## config.mk

```make
export PLATFORM = sky130hd
export DESIGN_NAME = apb_master
export DESIGN_NICKNAME = d
export VERILOG_FILES = /design/src/rtl/apb_master.sv
export SDC_FILE = /design/constraint.sdc
export NUM_CORES = 1
export LEC_CHECK = 0
export ABC_AREA = 0
export BUFFER_PORTS_ARGS = -buffer_cell sky130_fd_sc_hd__buf_2
export CAP_MARGIN = 20
export CORE_ASPECT_RATIO = 0.8
export CORE_MARGIN = 2
export CORE_UTILIZATION = 50
export DETAILED_ROUTE_END_ITERATION = 12
export PLACE_DENSITY = 0.84
export SKIP_LAST_GASP = 1
export SLEW_MARGIN = 30
export SYNTH_ARGS = -nofsm -noshare
export SYNTH_HDL_FRONTEND = slang
export SYNTH_SLANG_ARGS = --single-unit
```

## constraint.sdc

```tcl
create_clock -name PCLK -period 5.09 [get_ports PCLK]
set_clock_uncertainty 0.2 [all_clocks]
set_input_delay 1.018 -clock PCLK [delete_from_list [all_inputs] [get_ports PCLK]]
set_output_delay 1.018 -clock PCLK [all_outputs]
set_load 0.02 [all_outputs]
```

## src/rtl/apb_master.sv

```systemverilog
// APB requester: takes one command at a time over a valid/ready port, runs a
// single SETUP/ACCESS transfer with a PREADY wait timeout, returns one response.
module apb_master #(
  parameter int DATA_WIDTH     = 32,
  parameter int TIMEOUT_CYCLES = 16
) (
  input  logic                  PCLK,
  input  logic                  PRESETn,
  input  logic                  cmd_valid,
  output logic                  cmd_ready,
  input  logic                  cmd_write,
  input  logic [DATA_WIDTH-1:0] cmd_addr,
  input  logic [DATA_WIDTH-1:0] cmd_wdata,
  output logic                  rsp_valid,
  input  logic                  rsp_ready,
  output logic [DATA_WIDTH-1:0] rsp_rdata,
  output logic                  rsp_err,
  output logic                  rsp_timeout,
  output logic [DATA_WIDTH-1:0] PADDR,
  output logic                  PSEL,
  output logic                  PENABLE,
  output logic                  PWRITE,
  output logic [DATA_WIDTH-1:0] PWDATA,
  input  logic                  PREADY,
  input  logic [DATA_WIDTH-1:0] PRDATA,
  input  logic                  PSLAVEERR
);

  typedef enum logic [1:0] {IDLE, SETUP, ACCESS, RESP} state_t;

  state_t     state, state_nxt;
  logic [7:0] wait_cnt;
  logic       accept;
  logic       unaligned;
  logic       timeout_hit;

  assign accept      = cmd_valid && (state == IDLE);
  assign unaligned   = (cmd_addr[1:0] != 2'b00);
  // Fires on the TIMEOUT_CYCLES-th consecutive PREADY-low ACCESS cycle.
  assign timeout_hit = (state == ACCESS) && !PREADY &&
                       (wait_cnt == 8'(TIMEOUT_CYCLES - 1));

  assign cmd_ready = (state == IDLE);
  assign PSEL      = (state == SETUP) || (state == ACCESS);
  assign PENABLE   = (state == ACCESS);
  assign rsp_valid = (state == RESP);

  always_ff @(posedge PCLK or negedge PRESETn) begin
    if (!PRESETn) state <= IDLE;
    else          state <= state_nxt;
  end

  always_comb begin
    state_nxt = state;
    case (state)
      IDLE:    if (cmd_valid) state_nxt = unaligned ? RESP : SETUP;
      SETUP:   state_nxt = ACCESS;
      ACCESS:  if (PREADY || timeout_hit) state_nxt = RESP;
      RESP:    if (rsp_ready) state_nxt = IDLE;
      default: state_nxt = IDLE;
    endcase
  end

  always_ff @(posedge PCLK or negedge PRESETn) begin
    if (!PRESETn) begin
      PADDR       <= '0;
      PWRITE      <= 1'b0;
      PWDATA      <= '0;
      wait_cnt    <= '0;
      rsp_rdata   <= '0;
      rsp_err     <= 1'b0;
      rsp_timeout <= 1'b0;
    end else begin
      // Unaligned commands never reach the bus, so the APB request lines keep
      // the previous transfer's values.
      if (accept && !unaligned) begin
        PADDR  <= cmd_addr;
        PWRITE <= cmd_write;
        PWDATA <= cmd_wdata;
      end

      if (accept)
        wait_cnt <= '0;
      else if ((state == ACCESS) && !PREADY)
        wait_cnt <= wait_cnt + 8'd1;

      if (accept && unaligned) begin
        rsp_rdata   <= '0;
        rsp_err     <= 1'b1;
        rsp_timeout <= 1'b0;
      end else if ((state == ACCESS) && PREADY) begin
        rsp_rdata   <= PWRITE ? '0 : PRDATA;
        rsp_err     <= PSLAVEERR;
        rsp_timeout <= 1'b0;
      end else if (timeout_hit) begin
        rsp_rdata   <= '0;
        rsp_err     <= 1'b1;
        rsp_timeout <= 1'b1;
      end
    end
  end

endmodule

```

==> results_dict.tcl <==
set metrics [dict create \
    status "complete, no violations" \
    min_from "PADDR[20]" \
    top_layer "met4" \
    synthCells 287 \
    drt_iter0_markers 158 \
    grt_max_degree 83 \
    timing.final.crit_share_pct 52.3 \
    die_h_um 89.5 \
    ant_nets 0 \
    rows 31 \
    synth_edf_count 0 \
    yosys_warnings 0 \
    setup.worst_path.start "cmd_valid" \
    numCtsBuffers 9 \
    n_antenna_cell 0 \
    cts_tree "built" \
    p_leak_nw 3.05 \
    place_inst 592 \
    critPathLaunchType "input pin" \
    rsz0062_at_grt "false" \
    ys_ff_latch 109 \
    wire_per_inst_um 17.1 \
    hold_depth 1 \
    path_clk_slew_ns 0.07 \
    layout-drive-gt1-share_pct 59.3 \
    synthArstFlopShare_pct 100 \
    via_count 3196 \
    hold_viol 0 \
    met2_length_mm 5.14 \
    stdcell_count 607 \
    cts_resized 0 \
    crit_type "input pin to flop" \
    setup_viol 0 \
    irDropWorstVdd_mv 0.408 \
    synth_seq_area_share_pct 59.7 \
    synth_area_um2 4570 \
    cp-end-kind "flop" \
    crit_arrival_ns 2.69 \
    initial_core_util_pct 51.0 \
    min_to "PADDR[20]" \
    wl_met1_mm 4.29 \
    clock-sinks 109 \
    grt_pass1_vias 3157 \
    r2r-end "PADDR[26]" \
    cap_violations 0 \
    clock.fmax_mhz 375 \
    r2r_slack_ns 2.43 \
    clockRootBuffer "clkbuf_16" \
    cp_data_required_time_ns 5.12 \
    slew_violations 0 \
    reg2reg_depth 6 \
    place_congestion 0.789 \
    worst_slew_pin_slew_ns 0.740 \
    overflow 0 \
    ys_types 37 \
    die_w_um 111 \
    portBuffers 205 \
    critPathMaxFanout 42 \
    r2r-start "state[1]" \
    clk_latency_ns 0.34 \
    synth_nets 395 \
    fillers 663 \
    finalSetupTns_ns 0 \
    slew_headroom_pct 50.7 \
    hold_buffers 0 \
    dieArea_um2 9920 \
    core-area_um2 8960 \
    syn_area_per_cell_um2 15.9 \
    post-route-min-period_ns 2.66 \
    antenna_found_initial 0 \
    ioPinCount 206 \
    min-delay-path-class "flop to flop" \
    fin_util_pct 65.7 \
    grt_pass1_wl_mm 15.5 \
    dp_hpwl_mm 7.44 \
    area_delta_synth_final_pct 28.9 \
    ctsLongestPathBuffers 2 \
    dr.pass1.iters 4 \
    grt_usage_pct 20.0 \
    cts_max_level 3 \
    finalPower_mw 3.86 \
    nets 596 \
    route.met3.wl_um 862 \
    synth_flop_cell "dfrtp_1" \
    wirelength_mm 10.4 \
    via_per_inst 5.27 \
    drc 0 \
    p_per_area_nw_per_um2 656 \
    cts_setup_buffers 0 \
]
[stage by stage]
stage / worst slack, ns / hold slack [ns] / cell area (µm²)
2_1_floorplan: 2.68 / 0.339 / 4570
3_3_place_gp: 2.14 / 0.280 / 5600
3_5_place_dp: 2.07 / 0.290 / 5610
4_1_cts: 2.43 / 0.311 / 5880
5_1_grt: 2.24 / 0.328 / 5890
6_report: 2.43 / 0.308 / 5890
[registers in the layout, indices dropped and copies added, names as in the netlist]
signal,flops
PWDATA,32
state,2
rsp_timeout,1
PADDR,32
wait_cnt,8
PWRITE,1
rsp_err,1
rsp_rdata,32
[power breakdown]
part	switching, mW	internal [mW]
clock	0.314	0.334
sequential	0.235	1.26
combinational	0.952	0.763
total	1.50	2.36
[Yosys cell counts, types with 4 or more instances]
master | instances | share of area [%]
o21ai_0 | 4 | 0.44
a21oi_1 | 6 | 0.66
nor2_1 | 4 | 0.33
ha_1 | 5 | 1.4
nor2b_1 | 4 | 0.55
mux2_4 | 48 | 16
dfrtp_1 | 109 | 60
a32o_1 | 32 | 7.0
inv_1 | 4 | 0.33
buf_2 | 12 | 1.3
mux2_2 | 15 | 3.7
buf_12 | 5 | 2.2
[placed cells by master, fill, tap and decap left out, drive strengths merged]
master    instances
o211ai            2
a21oi             6
clkbuf            9
a211oi            1
or3               3
o21ai             4
a31oi             1
or4               3
nand3             3
clkinvlp          1
nand3b            2
nand2             3
nand4b            1
nor2              4
nand2b            1
xor2              2
and3              1
and2              2
mux2             63
mux2i             1
o31ai             2
a21boi            1
buf             209
dfrtp           109
inv               5
nor2b             4
a32o             32
clkinv            4
o21a              1
ha                5
a211o             1
nor3b             4
nor4              2
[worst max path at each step]
stage                                to  slack (ns)  depth (start not counted)
after floorplan               PADDR[10]        2.68                          6
after global placement        PADDR[28]        2.14                          5
after detailed placement      PADDR[29]        2.07                          5
after CTS                     PADDR[29]        2.43                          6
after global routing      rsp_rdata[20]        2.24                          5
final                         PADDR[26]        2.43                          5
[critical path, cell delays in order]
cell and delay (ns):
buf_2 0.10, and2_1 0.32, nor3b_4 0.26, buf_4 0.56, mux2_2 0.40
[cells by family (layout without fill, tap and decap cells)]
logic type | Yosys count | in the layout | synth area share (%)
simple gates | 33 | 33 | 4.99
fa+ha+maj | 5 | 5 | 1.37
xor+xnor | 2 | 2 | 0.384
compound gates | 51 | 51 | 9.59
flops | 109 | 109 | 59.7
buf+inv | 23 | 228 | 4.25
mux | 64 | 64 | 19.7
[cell type report]
cell class | instances | area [µm²] | area share (%)
timing repair buffer | 209 | 1070 | 18.1
clock inverter | 6 | 50.0 | 0.850
sequential | 109 | 2730 | 46.3
clock buffer | 9 | 225 | 3.83
tap | 115 | 144 | 2.44
inverter | 4 | 15.0 | 0.255
multi-input combinational | 155 | 1660 | 28.2
[per-layer routing]
metal  vias up  global-route usage (%)
met5         -                       0
met4         0                    5.91
met3         9                    7.80
met2       138                    33.6
met1      1583                    24.4
li1       1466                       -
Power figures use the tool's default switching activity.
